[config.mk]
export PLATFORM = sky130hd
export DESIGN_NAME = sgdmac_desc_sched
export DESIGN_NICKNAME = d
export VERILOG_FILES = /design/src/rtl/sgdmac_desc_sched.sv
export SDC_FILE = /design/constraint.sdc
export NUM_CORES = 1
export LEC_CHECK = 0
export CAP_MARGIN = 15
export CORE_AREA = 10 10 132 254
export CTS_BUF_LIST = sky130_fd_sc_hd__clkbuf_8
export CTS_CLUSTER_SIZE = 14
export DETAILED_ROUTE_END_ITERATION = 10
export DIE_AREA = 0 0 142 264
export HOLD_SLACK_MARGIN = 0.08
export PLACE_DENSITY = 0.79
export SLEW_MARGIN = 20
export SYNTH_ARGS = -nofsm -noshare
export SYNTH_HDL_FRONTEND = slang
export SYNTH_SLANG_ARGS = --single-unit
[constraint.sdc]
create_clock -name clk -period 20.8 [get_ports clk]
set_input_delay 4.16 -clock clk [delete_from_list [all_inputs] [get_ports clk]]
set_output_delay 4.16 -clock clk [all_outputs]
set_load 0.05 [all_outputs]
[src/rtl/sgdmac_desc_sched.sv]
// sgdmac_desc_sched: in-order descriptor queue that launches the read/write engine pair and retires on both done.
// Optional RUN watchdog with sticky ERR state when SGDMAC_SCHED_TIMEOUT_EN is defined.
module sgdmac_desc_sched #(
    parameter int DESC_DEPTH     = 4,
    parameter int TIMEOUT_CYCLES = 65535
) (
    input  logic                          clk,
    input  logic                          rst,
    input  logic                          desc_push_i,
    input  logic [31:0]                   desc_src_i,
    input  logic [31:0]                   desc_dst_i,
    input  logic [15:0]                   desc_len_i,
    output logic                          desc_full_o,
    output logic [$clog2(DESC_DEPTH):0]   desc_cnt_o,
    output logic                          ovf_o,
    output logic                          rd_start_o,
    output logic [47:0]                   rd_cmd_o,
    input  logic                          rd_done_i,
    output logic                          wr_start_o,
    output logic [47:0]                   wr_cmd_o,
    input  logic                          wr_done_i,
    output logic                          busy_o,
    output logic                          irq_o,
    input  logic                          irq_clr_i,
    output logic [15:0]                   cmpl_cnt_o,
    output logic                          err_o
);
    localparam int AW = $clog2(DESC_DEPTH);

    if (DESC_DEPTH < 2 || (DESC_DEPTH & (DESC_DEPTH - 1)) != 0 || TIMEOUT_CYCLES < 2) begin : g_bad_cfg
        $error("sgdmac_desc_sched: DESC_DEPTH must be a power of 2 >= 2 and TIMEOUT_CYCLES >= 2");
    end

    typedef enum logic [2:0] {
        IDLE, LAUNCH, GUARD, RUN, RETIRE
`ifdef SGDMAC_SCHED_TIMEOUT_EN
        , ERR
`endif
    } state_t;

    state_t        state_q, state_d;
    logic [AW:0]   wr_ptr_q, rd_ptr_q, cnt;
    logic [79:0]   mem_q [DESC_DEPTH];
    logic [79:0]   head;
    logic [47:0]   rd_cmd_q, rd_cmd_d, wr_cmd_q, wr_cmd_d;
    logic          start_q, start_d;
    logic          rd_fin_q, rd_fin_d, wr_fin_q, wr_fin_d;
    logic [15:0]   cmpl_q, cmpl_d;
    logic          irq_q, irq_d, ovf_q, ovf_d;
    logic          full, empty, push_ok, pop;
`ifdef SGDMAC_SCHED_TIMEOUT_EN
    logic [31:0]   wd_q, wd_d;
    logic          err_q, err_d;
`endif

    assign cnt     = wr_ptr_q - rd_ptr_q;
    assign full    = cnt == (AW + 1)'(DESC_DEPTH);
    assign empty   = cnt == '0;
    assign push_ok = desc_push_i & ~full;
    assign pop     = state_q == RETIRE;
    assign head    = mem_q[rd_ptr_q[AW-1:0]];

    always_ff @(posedge clk) begin
        if (push_ok) mem_q[wr_ptr_q[AW-1:0]] <= {desc_src_i, desc_dst_i, desc_len_i & 16'hfffc};
    end

    always_comb begin
        state_d  = state_q;
        rd_cmd_d = rd_cmd_q;
        wr_cmd_d = wr_cmd_q;
        start_d  = 1'b0;
        rd_fin_d = rd_fin_q;
        wr_fin_d = wr_fin_q;
        cmpl_d   = cmpl_q;
        irq_d    = irq_q & ~irq_clr_i;
        ovf_d    = (ovf_q & ~irq_clr_i) | (desc_push_i & full);
`ifdef SGDMAC_SCHED_TIMEOUT_EN
        wd_d     = wd_q;
        err_d    = err_q;
`endif
        case (state_q)
            IDLE: if (!empty && rd_done_i && wr_done_i) begin
                state_d  = LAUNCH;
                rd_cmd_d = {head[79:48], head[15:0]};
                wr_cmd_d = {head[47:16], head[15:0]};
                start_d  = |head[15:0];
            end
            LAUNCH: state_d = |rd_cmd_q[15:0] ? GUARD : RETIRE;
            GUARD: begin
                state_d  = RUN;
                rd_fin_d = 1'b0;
                wr_fin_d = 1'b0;
`ifdef SGDMAC_SCHED_TIMEOUT_EN
                wd_d     = '0;
`endif
            end
            RUN: begin
                rd_fin_d = rd_fin_q | rd_done_i;
                wr_fin_d = wr_fin_q | wr_done_i;
                if (rd_fin_d && wr_fin_d) state_d = RETIRE;
`ifdef SGDMAC_SCHED_TIMEOUT_EN
                else if (wd_q == 32'(TIMEOUT_CYCLES - 1)) begin
                    state_d = ERR;
                    err_d   = 1'b1;
                end else wd_d = wd_q + 32'd1;
`endif
            end
            RETIRE: begin
                state_d = IDLE;
                cmpl_d  = cmpl_q + 16'd1;
                irq_d   = 1'b1;
            end
            default: state_d = state_q;
        endcase
    end

    always_ff @(posedge clk) begin
        if (rst) begin
            state_q  <= IDLE;
            wr_ptr_q <= '0;
            rd_ptr_q <= '0;
            rd_cmd_q <= '0;
            wr_cmd_q <= '0;
            start_q  <= 1'b0;
            rd_fin_q <= 1'b0;
            wr_fin_q <= 1'b0;
            cmpl_q   <= '0;
            irq_q    <= 1'b0;
            ovf_q    <= 1'b0;
`ifdef SGDMAC_SCHED_TIMEOUT_EN
            wd_q     <= '0;
            err_q    <= 1'b0;
`endif
        end else begin
            state_q  <= state_d;
            wr_ptr_q <= wr_ptr_q + (AW + 1)'(push_ok);
            rd_ptr_q <= rd_ptr_q + (AW + 1)'(pop);
            rd_cmd_q <= rd_cmd_d;
            wr_cmd_q <= wr_cmd_d;
            start_q  <= start_d;
            rd_fin_q <= rd_fin_d;
            wr_fin_q <= wr_fin_d;
            cmpl_q   <= cmpl_d;
            irq_q    <= irq_d;
            ovf_q    <= ovf_d;
`ifdef SGDMAC_SCHED_TIMEOUT_EN
            wd_q     <= wd_d;
            err_q    <= err_d;
`endif
        end
    end

    assign desc_full_o = full;
    assign desc_cnt_o  = cnt;
    assign ovf_o       = ovf_q;
    assign rd_start_o  = start_q;
    assign wr_start_o  = start_q;
    assign rd_cmd_o    = rd_cmd_q;
    assign wr_cmd_o    = wr_cmd_q;
    assign busy_o      = (state_q != IDLE) | ~empty;
    assign irq_o       = irq_q;
    assign cmpl_cnt_o  = cmpl_q;
`ifdef SGDMAC_SCHED_TIMEOUT_EN
    assign err_o       = err_q;
`else
    assign err_o       = 1'b0;
`endif
endmodule

==> results_tabular.tex <==
\begin{tabular}{lr}
\hline
Metric & Value \\
\hline
\multicolumn{2}{l}{\textbf{Outcome}} \\
Run status & finished, final reports clean \\
\multicolumn{2}{l}{\textbf{Cells and area}} \\
Fraction of layout cells with a size suffix above 1 & 0.1544 \\
Synth-to-layout area growth & 21.01\% \\
Total Nets Final & 1232 \\
Count of placed standard cells in the final layout, fillers left out & 1556 \\
\multicolumn{2}{l}{\textbf{Route}} \\
Average vias per placed instance & 5.490 \\
Final ANT Viol Nets & 0 \\
First-pass DRT Iterations & 6 \\
DRC Markers & 0 \\
Routed wirelength normalized by instance count & 21.38 um \\
Vias & 8543 \\
Wirelength, routed & 33.27 mm \\
Number of design-rule violations left by the first detailed-router iteration & 489 \\
\multicolumn{2}{l}{\textbf{Yosys}} \\
Most frequent cell after synthesis & sky130\_fd\_sc\_hd\_\_edfxtp\_1 \\
Flip-flop and latch count after synthesis & 420 \\
Commonest cells in the netlist & sky130\_fd\_sc\_hd\_\_edfxtp\_1 (312), sky130\_fd\_sc\_hd\_\_nand2\_1 (165), sky130\_fd\_sc\_hd\_\_dfxtp\_1 (108), sky130\_fd\_sc\_hd\_\_a21oi\_1 (90), sky130\_fd\_sc\_hd\_\_mux4\_2 (78) \\
Cell type with the largest total area after synthesis & sky130\_fd\_sc\_hd\_\_edfxtp\_1 \\
Synth Instances & 936 \\
Share of async-settable or async-resettable flops after synthesis & 0 \\
Number of flops mapped to enable cells by yosys & 312 \\
Synth top area cells & sky130\_fd\_sc\_hd\_\_edfxtp\_1 (60\%), sky130\_fd\_sc\_hd\_\_dfxtp\_1 (14\%), sky130\_fd\_sc\_hd\_\_mux4\_2 (11\%), sky130\_fd\_sc\_hd\_\_nand2\_1 (4.0\%), sky130\_fd\_sc\_hd\_\_a21oi\_1 (2.9\%) \\
Top FF cell, synth & sky130\_fd\_sc\_hd\_\_edfxtp\_1 \\
Number of warnings reported in the yosys synthesis log & 0 \\
Post-synthesis sequential area ratio & 0.7407 \\
Area fraction of the dominant cell type after synthesis & 0.6018 \\
Count of unique library cells instantiated by Yosys & 41 \\
Combined area of all synthesized cells & 15570 um2 \\
Synthesized area per cell & 16.63 um2 \\
\multicolumn{2}{l}{\textbf{Worst setup path}} \\
Arrival time of the worst setup path & 3440 ps \\
Required arrival time at the worst endpoint & 16640 ps \\
CP Capture Type & output pin \\
Crit. Startpoint & rd\_ptr\_q[0] \\
Critical Path Start Type & flip-flop \\
Critical path class & flip-flop to output pin \\
Highest fanout seen on the critical path & 39 \\
Critical R2R Launch & rd\_ptr\_q[0] \\
\multicolumn{2}{l}{\textbf{Timing}} \\
Final cycle utilization of the critical path & 0.3654 \\
Transition time of the tightest slew-check pin & 1085 ps \\
Setup WS post-layout & 13200 ps \\
Hold Violations, Final & 0 \\
Time the final worst path needs with I/O delays and setup & 7600 ps \\
Max-slew violation total from the final report & 0 \\
Setup Skew & 26.38 ps \\
Slew margin rel. & 0.2768 \\
Hold slack & 454.5 ps \\
Setup-violating endpoint count in the final report & 0 \\
Post-Route Setup TNS & 0 ps \\
Fmax & 0.1316 GHz \\
Setup repair after global routing missed its margin & no \\
\multicolumn{2}{l}{\textbf{Power}} \\
Max VDD drop & 67.11 uV \\
Cell leakage power & 6.058 nW \\
Pwr Density & 95.41 nW/um2 \\
\multicolumn{2}{l}{\textbf{CTS}} \\
Latest clock arrival within the worst-skew pair & 600 ps \\
Count of instances resized after the clock tree is built & 0 \\
H-tree levels & 2 \\
CTS tree & yes \\
Deepest clock path buffer count & 3 \\
Hold buffers post-CTS & 0 \\
Number of sinks driven by the clock tree & 420 \\
Root buffer cell & sky130\_fd\_sc\_hd\_\_clkbuf\_8 \\
Setup bufs post-CTS & 0 \\
Clock edge transition at the registers on the reported setup and hold paths & 70 ps \\
TritonCTS buffer count & 54 \\
\multicolumn{2}{l}{\textbf{Placed design}} \\
Half-perimeter wire length of the detailed placement result & 20.44 mm \\
IO buf count & 200 \\
Post-placement cell count & 1447 \\
Global placement routability congestion & 0.7771 \\
Post-placement worst setup slack & 13750 ps \\
\multicolumn{2}{l}{\textbf{Floorplan}} \\
Starting Density & 0.5295 \\
Number of placed I/O pins & 208 \\
Number of core rows & 89 \\
Die height & 264 um \\
Core box area & 29400 um2 \\
Area of the die & 37490 um2 \\
Die Wd & 142 um \\
\multicolumn{2}{l}{\textbf{GRT}} \\
Overflow left after global routing & 0 \\
Antenna violations before repair & 8 \\
Maximum number of pins on one net before global-route repair & 79 \\
Aggregate global-route resource usage & 0.1775 \\
Global-route wire length before repair & 51.65 mm \\
Number of global-route vias before repair & 9104 \\
\multicolumn{2}{l}{\textbf{Hold path}} \\
Hold WC Path Type & flip-flop to flip-flop \\
Hold Crit Start & rd\_cmd\_o[45] \\
\multicolumn{2}{l}{\textbf{Flow run}} \\
Number of max-cap violations & 0 \\
\hline
\end{tabular}
## power breakdown
part,switching (W),total (W),internal (W)
sequential,0.0000217,0.000973,0.000952
combinational,0.000144,0.000229,0.0000855
clock,0.000296,0.000595,0.000299
total,0.000461,0.00180,0.00134
## cell type report
type / count / area (um2)
flip-flops and latches: 420 / 11540
fillers: 2110 / 10560
multi-input cells: 441 / 3610
repair buffers: 213 / 2097
clock buffers: 58 / 798.3
well taps: 364 / 455.4
clock inverters: 44 / 287.8
inverters: 9 / 33.78
diodes: 7 / 17.52
## logic make-up (layout without fill, tap and decap cells)
logic type	after synthesis	in the layout	synth area share
AND/OR/NAND/NOR	232	232	0.06438
AO/OA/AOI/OAI	106	106	0.03705
adder cells (fa/ha/maj)	7	7	0.006108
buffers and inverters	79	324	0.03022
other	1	12	0.0002409
flip-flops	420	420	0.7407
multiplexers	79	79	0.1135
XOR/XNOR	12	12	0.007796
## cell usage in the layout, fill, tap and decap left out, drive strengths merged, types with 8 or more instances in the layout
cell type / n
edfxtp: 312
a21oi: 90
nor3: 8
nor2: 19
dfxtp: 108
inv: 22
clkdlybuf4s50: 199
buf: 14
clkinv: 23
clkbuf: 58
mux4: 78
nand2: 165
## critical path, cell delays in order (launching register included)
cell and delay (ps):
sky130_fd_sc_hd__dfxtp_4 560, sky130_fd_sc_hd__ha_1 320, sky130_fd_sc_hd__fa_1 370, sky130_fd_sc_hd__xor3_2 520, sky130_fd_sc_hd__nor2b_1 240, sky130_fd_sc_hd__clkdlybuf4s50_1 840
## registers in the layout (all words and copies together) (netlist names)
signal and cells:
wr_fin_q 1, state_q 3, rd_cmd_o 46, rd_fin_q 1
mem_q 312, wr_ptr_q 3, rd_ptr_q 3, wr_cmd_o 32
irq_o 1, cmpl_cnt_o 16, ovf_o 1, rd_start_o 1
## metrics by stage
step	power [W]	utilization	area (um2)
finish	0.001797	0.6408	18840
global route	0.001872	0.6408	18840
CTS	0.001821	0.6402	18820
detailed placement	0.001225	0.6033	17730
global placement	0.001218	0.6033	17730
floorplan	0.001147	-	15580
## metal layers
metal | global-route usage | vias up | share of wire
li1 | - | 3933 | -
met1 | 0.1850 | 4289 | 0.35
met2 | 0.3255 | 250 | 0.55
met3 | 0.03881 | 69 | 0.059
met4 | 0.08211 | 2 | 0.032
met5 | 0 | - | 0.00030
## worst paths after layout
kind                        to  slack (ps)  cells after the start
setup / recovery   desc_full_o       13200                      5
hold / removal    rd_cmd_o[45]         450                      2
setup reg to reg  mem_q[1][33]       16720                      8
hold reg to reg   rd_cmd_o[45]         450                      2
Note: power is estimated with default switching activity, not from simulation.
